[src/rtl/csa_sub_seq_16_if.sv]
// csa_sub_seq_16_if: request, operand and result bundle for csa_sub_seq_16
interface csa_sub_seq_16_if #(
   parameter int WIDTH = 16
);
   logic             i_start;
   logic             i_op;
   logic [WIDTH-1:0] i_a;
   logic [WIDTH-1:0] i_b;
   logic             o_busy;
   logic             o_done;
   logic [WIDTH-1:0] o_result;
   logic             o_c_out;
   logic             o_ovf;
   logic             o_zero;
   modport master (
      output i_start, i_op, i_a, i_b,
      input  o_busy, o_done, o_result, o_c_out, o_ovf, o_zero
   );
   modport slave (
      input  i_start, i_op, i_a, i_b,
      output o_busy, o_done, o_result, o_c_out, o_ovf, o_zero
   );
endinterface

[src/rtl/csa_sub_seq_16.sv]
// csa_sub_seq_16: slice-serial adder/subtractor, SLICE bits per clock, LSB slice first
module csa_sub_seq_16 #(
   parameter int WIDTH = 16,
   parameter int SLICE = 4
) (
   input logic             clk,
   input logic             rst_n,
   csa_sub_seq_16_if.slave s_if
);
   localparam int NSL = WIDTH / SLICE;
   localparam int CW  = (NSL > 1) ? $clog2(NSL) : 1;
   typedef enum logic [1:0] {IDLE, BUSY, DONE} state_t;
   state_t                 r_state;
   logic [WIDTH-1:0]       r_a;
   logic [WIDTH-1:0]       r_b;
   logic [WIDTH-1:0]       r_result;
   logic [WIDTH-SLICE-1:0] r_sum;
   logic [CW-1:0]          r_cnt;
   logic                   r_op;
   logic                   r_carry;
   logic                   r_busy;
   logic                   r_done;
   logic                   r_c_out;
   logic                   r_ovf;
   logic                   r_zero;
   logic [SLICE:0]         w_sum;
   logic [WIDTH-1:0]       w_full;
   logic                   w_last;
   logic                   w_accept;
   // operands shift right each slice, so the active slice is always the low bits
   assign w_sum    = {1'b0, r_a[SLICE-1:0]} + {1'b0, r_b[SLICE-1:0]} + {{SLICE{1'b0}}, r_carry};
   assign w_full   = {w_sum[SLICE-1:0], r_sum};
   assign w_last   = r_cnt == CW'(NSL - 1);
   assign w_accept = s_if.i_start && (r_state != BUSY);
   always_ff @(posedge clk or negedge rst_n) begin
      if (!rst_n) begin
         r_state  <= IDLE;
         r_a      <= '0;
         r_b      <= '0;
         r_result <= '0;
         r_sum    <= '0;
         r_cnt    <= '0;
         r_op     <= 1'b0;
         r_carry  <= 1'b0;
         r_busy   <= 1'b0;
         r_done   <= 1'b0;
         r_c_out  <= 1'b0;
         r_ovf    <= 1'b0;
         r_zero   <= 1'b0;
      end else begin
         r_done <= 1'b0;
         if (w_accept) begin
            r_state <= BUSY;
            r_busy  <= 1'b1;
            r_a     <= s_if.i_a;
            r_b     <= s_if.i_op ? ~s_if.i_b : s_if.i_b;
            r_op    <= s_if.i_op;
            r_cnt   <= '0;
            r_carry <= s_if.i_op;
         end else if (r_state == BUSY) begin
            r_a     <= r_a >> SLICE;
            r_b     <= r_b >> SLICE;
            r_sum   <= {w_sum[SLICE-1:0], r_sum[WIDTH-SLICE-1:SLICE]};
            r_carry <= w_sum[SLICE];
            r_cnt   <= r_cnt + 1'b1;
            if (w_last) begin
               r_state  <= DONE;
               r_busy   <= 1'b0;
               r_done   <= 1'b1;
               r_result <= w_full;
               r_c_out  <= w_sum[SLICE] ^ r_op;
               r_ovf    <= (r_a[SLICE-1] == r_b[SLICE-1]) && (w_full[WIDTH-1] != r_a[SLICE-1]);
               r_zero   <= ~|w_full;
            end
         end else begin
            r_state <= IDLE;
         end
      end
   end
   assign s_if.o_busy   = r_busy;
   assign s_if.o_done   = r_done;
   assign s_if.o_result = r_result;
   assign s_if.o_c_out  = r_c_out;
   assign s_if.o_ovf    = r_ovf;
   assign s_if.o_zero   = r_zero;
endmodule

[src/flat_wrapper.sv]
// flat-port wrapper written by rule: the top's interface ports become plain ports
module csa_sub_seq_16_flat 
#(
   parameter int WIDTH = 16,
   parameter int SLICE = 4
)
  (clk, rst_n, s_if_i_start, s_if_i_op, s_if_i_a, s_if_i_b, s_if_o_busy, s_if_o_done, s_if_o_result, s_if_o_c_out, s_if_o_ovf, s_if_o_zero);
  csa_sub_seq_16_if #(.WIDTH(WIDTH)) s_if_i ();
  input logic clk;
  input logic rst_n;
  input wire logic [$bits(s_if_i.i_start)-1:0] s_if_i_start;
  input wire logic [$bits(s_if_i.i_op)-1:0] s_if_i_op;
  input wire logic [$bits(s_if_i.i_a)-1:0] s_if_i_a;
  input wire logic [$bits(s_if_i.i_b)-1:0] s_if_i_b;
  output wire logic [$bits(s_if_i.o_busy)-1:0] s_if_o_busy;
  output wire logic [$bits(s_if_i.o_done)-1:0] s_if_o_done;
  output wire logic [$bits(s_if_i.o_result)-1:0] s_if_o_result;
  output wire logic [$bits(s_if_i.o_c_out)-1:0] s_if_o_c_out;
  output wire logic [$bits(s_if_i.o_ovf)-1:0] s_if_o_ovf;
  output wire logic [$bits(s_if_i.o_zero)-1:0] s_if_o_zero;
  assign s_if_i.i_start = s_if_i_start;
  assign s_if_i.i_op = s_if_i_op;
  assign s_if_i.i_a = s_if_i_a;
  assign s_if_i.i_b = s_if_i_b;
  assign s_if_o_busy = s_if_i.o_busy;
  assign s_if_o_done = s_if_i.o_done;
  assign s_if_o_result = s_if_i.o_result;
  assign s_if_o_c_out = s_if_i.o_c_out;
  assign s_if_o_ovf = s_if_i.o_ovf;
  assign s_if_o_zero = s_if_i.o_zero;
  csa_sub_seq_16 #(.WIDTH(WIDTH), .SLICE(SLICE)) u_core (.clk(clk), .rst_n(rst_n), .s_if(s_if_i));
endmodule
[config.mk]
export PLATFORM = sky130hd
export DESIGN_NAME = csa_sub_seq_16_flat
export DESIGN_NICKNAME = d
export VERILOG_FILES = /design/src/rtl/csa_sub_seq_16_if.sv /design/src/rtl/csa_sub_seq_16.sv /design/src/flat_wrapper.sv
export SDC_FILE = /design/constraint.sdc
export NUM_CORES = 1
export LEC_CHECK = 0
export CAP_MARGIN = 40
export CORE_MARGIN = 1
export CORE_UTILIZATION = 52
export CTS_CLUSTER_SIZE = 16
export DETAILED_ROUTE_END_ITERATION = 12
export GPL_ROUTABILITY_DRIVEN = 1
export GPL_TIMING_DRIVEN = 0
export PLACE_DENSITY_LB_ADDON = 0.12
export SKIP_CTS_REPAIR_TIMING = 1
export SLEW_MARGIN = 25
export SYNTH_ARGS = -nofsm -noshare
export SYNTH_HDL_FRONTEND = slang
export SYNTH_SLANG_ARGS = --single-unit
export TNS_END_PERCENT = 100
[constraint.sdc]
create_clock -name clk -period 2.6 [get_ports clk]
set_input_delay 0.39 -clock clk [delete_from_list [all_inputs] [get_ports clk]]
set_output_delay 0.39 -clock clk [all_outputs]
set_load 0.005 [all_outputs]
==> results.md <==
* Critical path launch point type: flop
* EDFF count, synth at 0
* Main synth FF type: dfrtp_1
* Vias/cell at 5.15
* Row count at 28
* Syn Nets at 350
* Fmax at between 400 and 500 MHz
* GRT Total Usage at 23.2%
* GRT overflow at 0
* Crit path from: u_core.r_carry
* Top cell type's share of synthesized area at between 50% and 60%
* Pwr Density at between 1000 and 1500 mW/mm^2
* Largest net degree at the start of global routing at 39
* CTS buffer count at 9
* Layout cells sized above 1 at a little under an eighth
* Final setup violation count at 0
* Fin cells at around 450
* Register Area at ~0.0018 mm^2
* Min Tclk post-route at 2270 ps
* Pleak at approximately 0.0019 uW
* Remaining DRCs at 0
* Tot Pwr at ~4500 uW
* Cells after Synth at approximately 310
* Die height at ~80 um
* FF-to-FF End: u_core.s_if.o_zero
* Core area at roughly 0.0059 mm^2
* Finished Core Util at 68.3%
* Final hold vios at 33
* Skew-Pair Late Insertion Delay at between 300 and 400 ps
* Clk sinks at 71
* Initial Util at a little over half
* H-tree Lvls at 3
* Remaining antenna violation count at 0
* Slew Viols, Final at 0
* CTS root buf: clkbuf_8
* Max clock buf depth at 2
* Reg2reg start: u_core.r_carry
* Seq/Total Area, Yosys at a little under three fifths
* Crit share post-route at 87.5%
* Dpl cells at 438
* DRT iter0 DRCs at 130
* Req. time, crit path at approximately 2900 ps
* M3 GR Usage at 3.41%
* Top cells by area, synth: dfrtp_1 (56%), nand2_1 (9.1%), o21ai_0 (6.6%)
* Gr busiest metal: met2
* Data arrival time of the worst path at roughly 2600 ps
* Final nets at about 420
* Clock transition at path regs at ~70 ps
* Mean area per synthesized cell at 10.4 um^2
* Slew @ Worst Pin at a little under 600 ps
* DIE WIDTH at 80.4 um
* R2R depth at 8
* DRT Wirelength at around 6400 um
* Outcome: finished with violations
* Critical path fanouts, max at 3
* Nature of the critical path endpoint: flop
* Full die area at 0.00646 mm^2
* Seq cells post-synth at around 70
* Slew headroom at roughly three fifths
* GRT met2 Usage at between 30 and 40%
* Critical path class: reg -> reg
* Layout area overhead at 26.6%
* CTS tree: done
* Placer Congestion at roughly 0.77
* Worst min path class: in -> async
* Maximum vdd drop at approximately 0.00056 V
* RSZ-0062 raised after global routing: false
* Commonest non-fill, non-tap cells in the layout: nand2_1 (77), dfrtp_1 (71), clkdlybuf4s50_1 (53)
* Detail Placement HPWL at ~4600 um
* Post-synth cell types at 31
* CP Capture Point: u_core.s_if.o_zero
* Post-synth top area cell: dfrtp_1
* Commonest non-fill, non-tap cell in the layout: nand2_1
* Routed vias at approximately 2300
* Multi-input logic area at 0.00130 mm^2
* YS warnings at 0
* Synth Cell Area at between 0.003 and 0.004 mm^2
* N_diodes at 0
* Wire per inst at ~14 um
* Filler cells at between 400 and 500
* First-pass GRT wire length at around 11000 um
* GRT met1 Usage at 29.5%
* Vias in the first global route at 2355
* Clock Skews at 4.93 ps
* Port bufs at 54
* Initial antenna violation count at 0
* Setup WS pre-CTS at about 320 ps
* R2r setup slk at 330 ps
* Failing checks: hold timing
* Router iterations before antenna repair at 6
* WHS at -12.6 ps
* Final worst slack at approximately 330 ps
* Post-synth ARST share at 100%
* Number of placed I/O pins at 57
* Max-cap violations at 0
[cell families (layout without fill, tap and decap cells)]
| logic type | count (synthesis) | after routing | share of synthesized area (%) |
|---|---|---|---|
| adder cells (fa/ha/maj) | 6 | 6 | 2.82 |
| AO/OA/AOI/OAI | 55 | 55 | 9.40 |
| XOR/XNOR | 20 | 20 | 5.49 |
| AND/OR/NAND/NOR | 100 | 100 | 13.0 |
| buffers and inverters | 26 | 95 | 3.64 |
| flip-flops | 71 | 71 | 55.6 |
| multiplexers | 30 | 30 | 9.95 |
[synth_stat cells, types with 2 or more instances]
cell type / n
nor2_1: 13
buf_1: 2
ha_1: 4
buf_2: 9
a211oi_1: 4
mux2i_1: 16
fa_1: 2
clkbuf_1: 7
mux2_2: 14
inv_1: 6
xnor2_1: 19
o21ai_0: 42
a21oi_1: 4
nand3b_1: 2
nand2_1: 77
buf_4: 2
dfrtp_1: 71
[where the power goes]
| group | switching, uW | internal [uW] | total (uW) |
|---|---|---|---|
| Combinational | 902 | 856 | 1760 |
| Sequential | 299 | 1590 | 1890 |
| Clock | 380 | 524 | 905 |
[state kept, by name, indices dropped and copies added, names as in the netlist]
signal and flops:
u_core.r_a 16, u_core.r_op 1, u_core.s_if.o_result 16, u_core.r_state 2, u_core.s_if.o_zero 1, u_core.r_b 16, u_core.r_carry 1, u_core.s_if.o_busy 1
u_core.r_cnt 2, u_core.s_if.o_done 1, u_core.s_if.o_c_out 1, u_core.s_if.o_ovf 1, u_core.r_sum 12
[through the flow]
step | TNS [ps] | area, um^2
CTS | 0 | 4040
floorplan | 0 | 3190
detailed placement | 0 | 3840
global placement | -90070 | 3830
global route | 0 | 4040
finish | 0 | 4040
[cell type report]
cell class	instances	share of cell area (%)
flip-flops and latches	71	43.9
repair buffers	55	13.8
well taps	75	2.32
clock inverters	5	1.86
multi-input cells	211	32.1
inverters	6	0.557
clock buffers	9	3.06
plain buffers	20	2.32
[metal layers]
metal	share of wire, %	wire length (um)
met2	51	3240
met4	1.7	106
met5	0	0
met1	45	2850
met3	3.2	206
[worst min path at each step]
stage | from | to | slack [ps] | cells after the start
after floorplan | rst_n | u_core.r_a[0] | 90 | 0
after global placement | u_core.r_a[11] | u_core.r_a[7] | 450 | 2
after detailed placement | rst_n | u_core.s_if.o_result[15] | 360 | 1
after CTS | rst_n | u_core.s_if.o_result[15] | -7 | 1
after global routing | rst_n | u_core.s_if.o_result[10] | 20 | 1
final | rst_n | u_core.s_if.o_result[15] | -10 | 1
[worst max-delay path, cell delays in order, from the launching register on]
cell and delay [ps]:
dfrtp_1 320, inv_1 60, fa_1 430, inv_1 80, fa_1 460, nor4b_1 300, nand2_1 120, nor4_2 230
a32o_1 210
(Power assumes the default switching activity.)
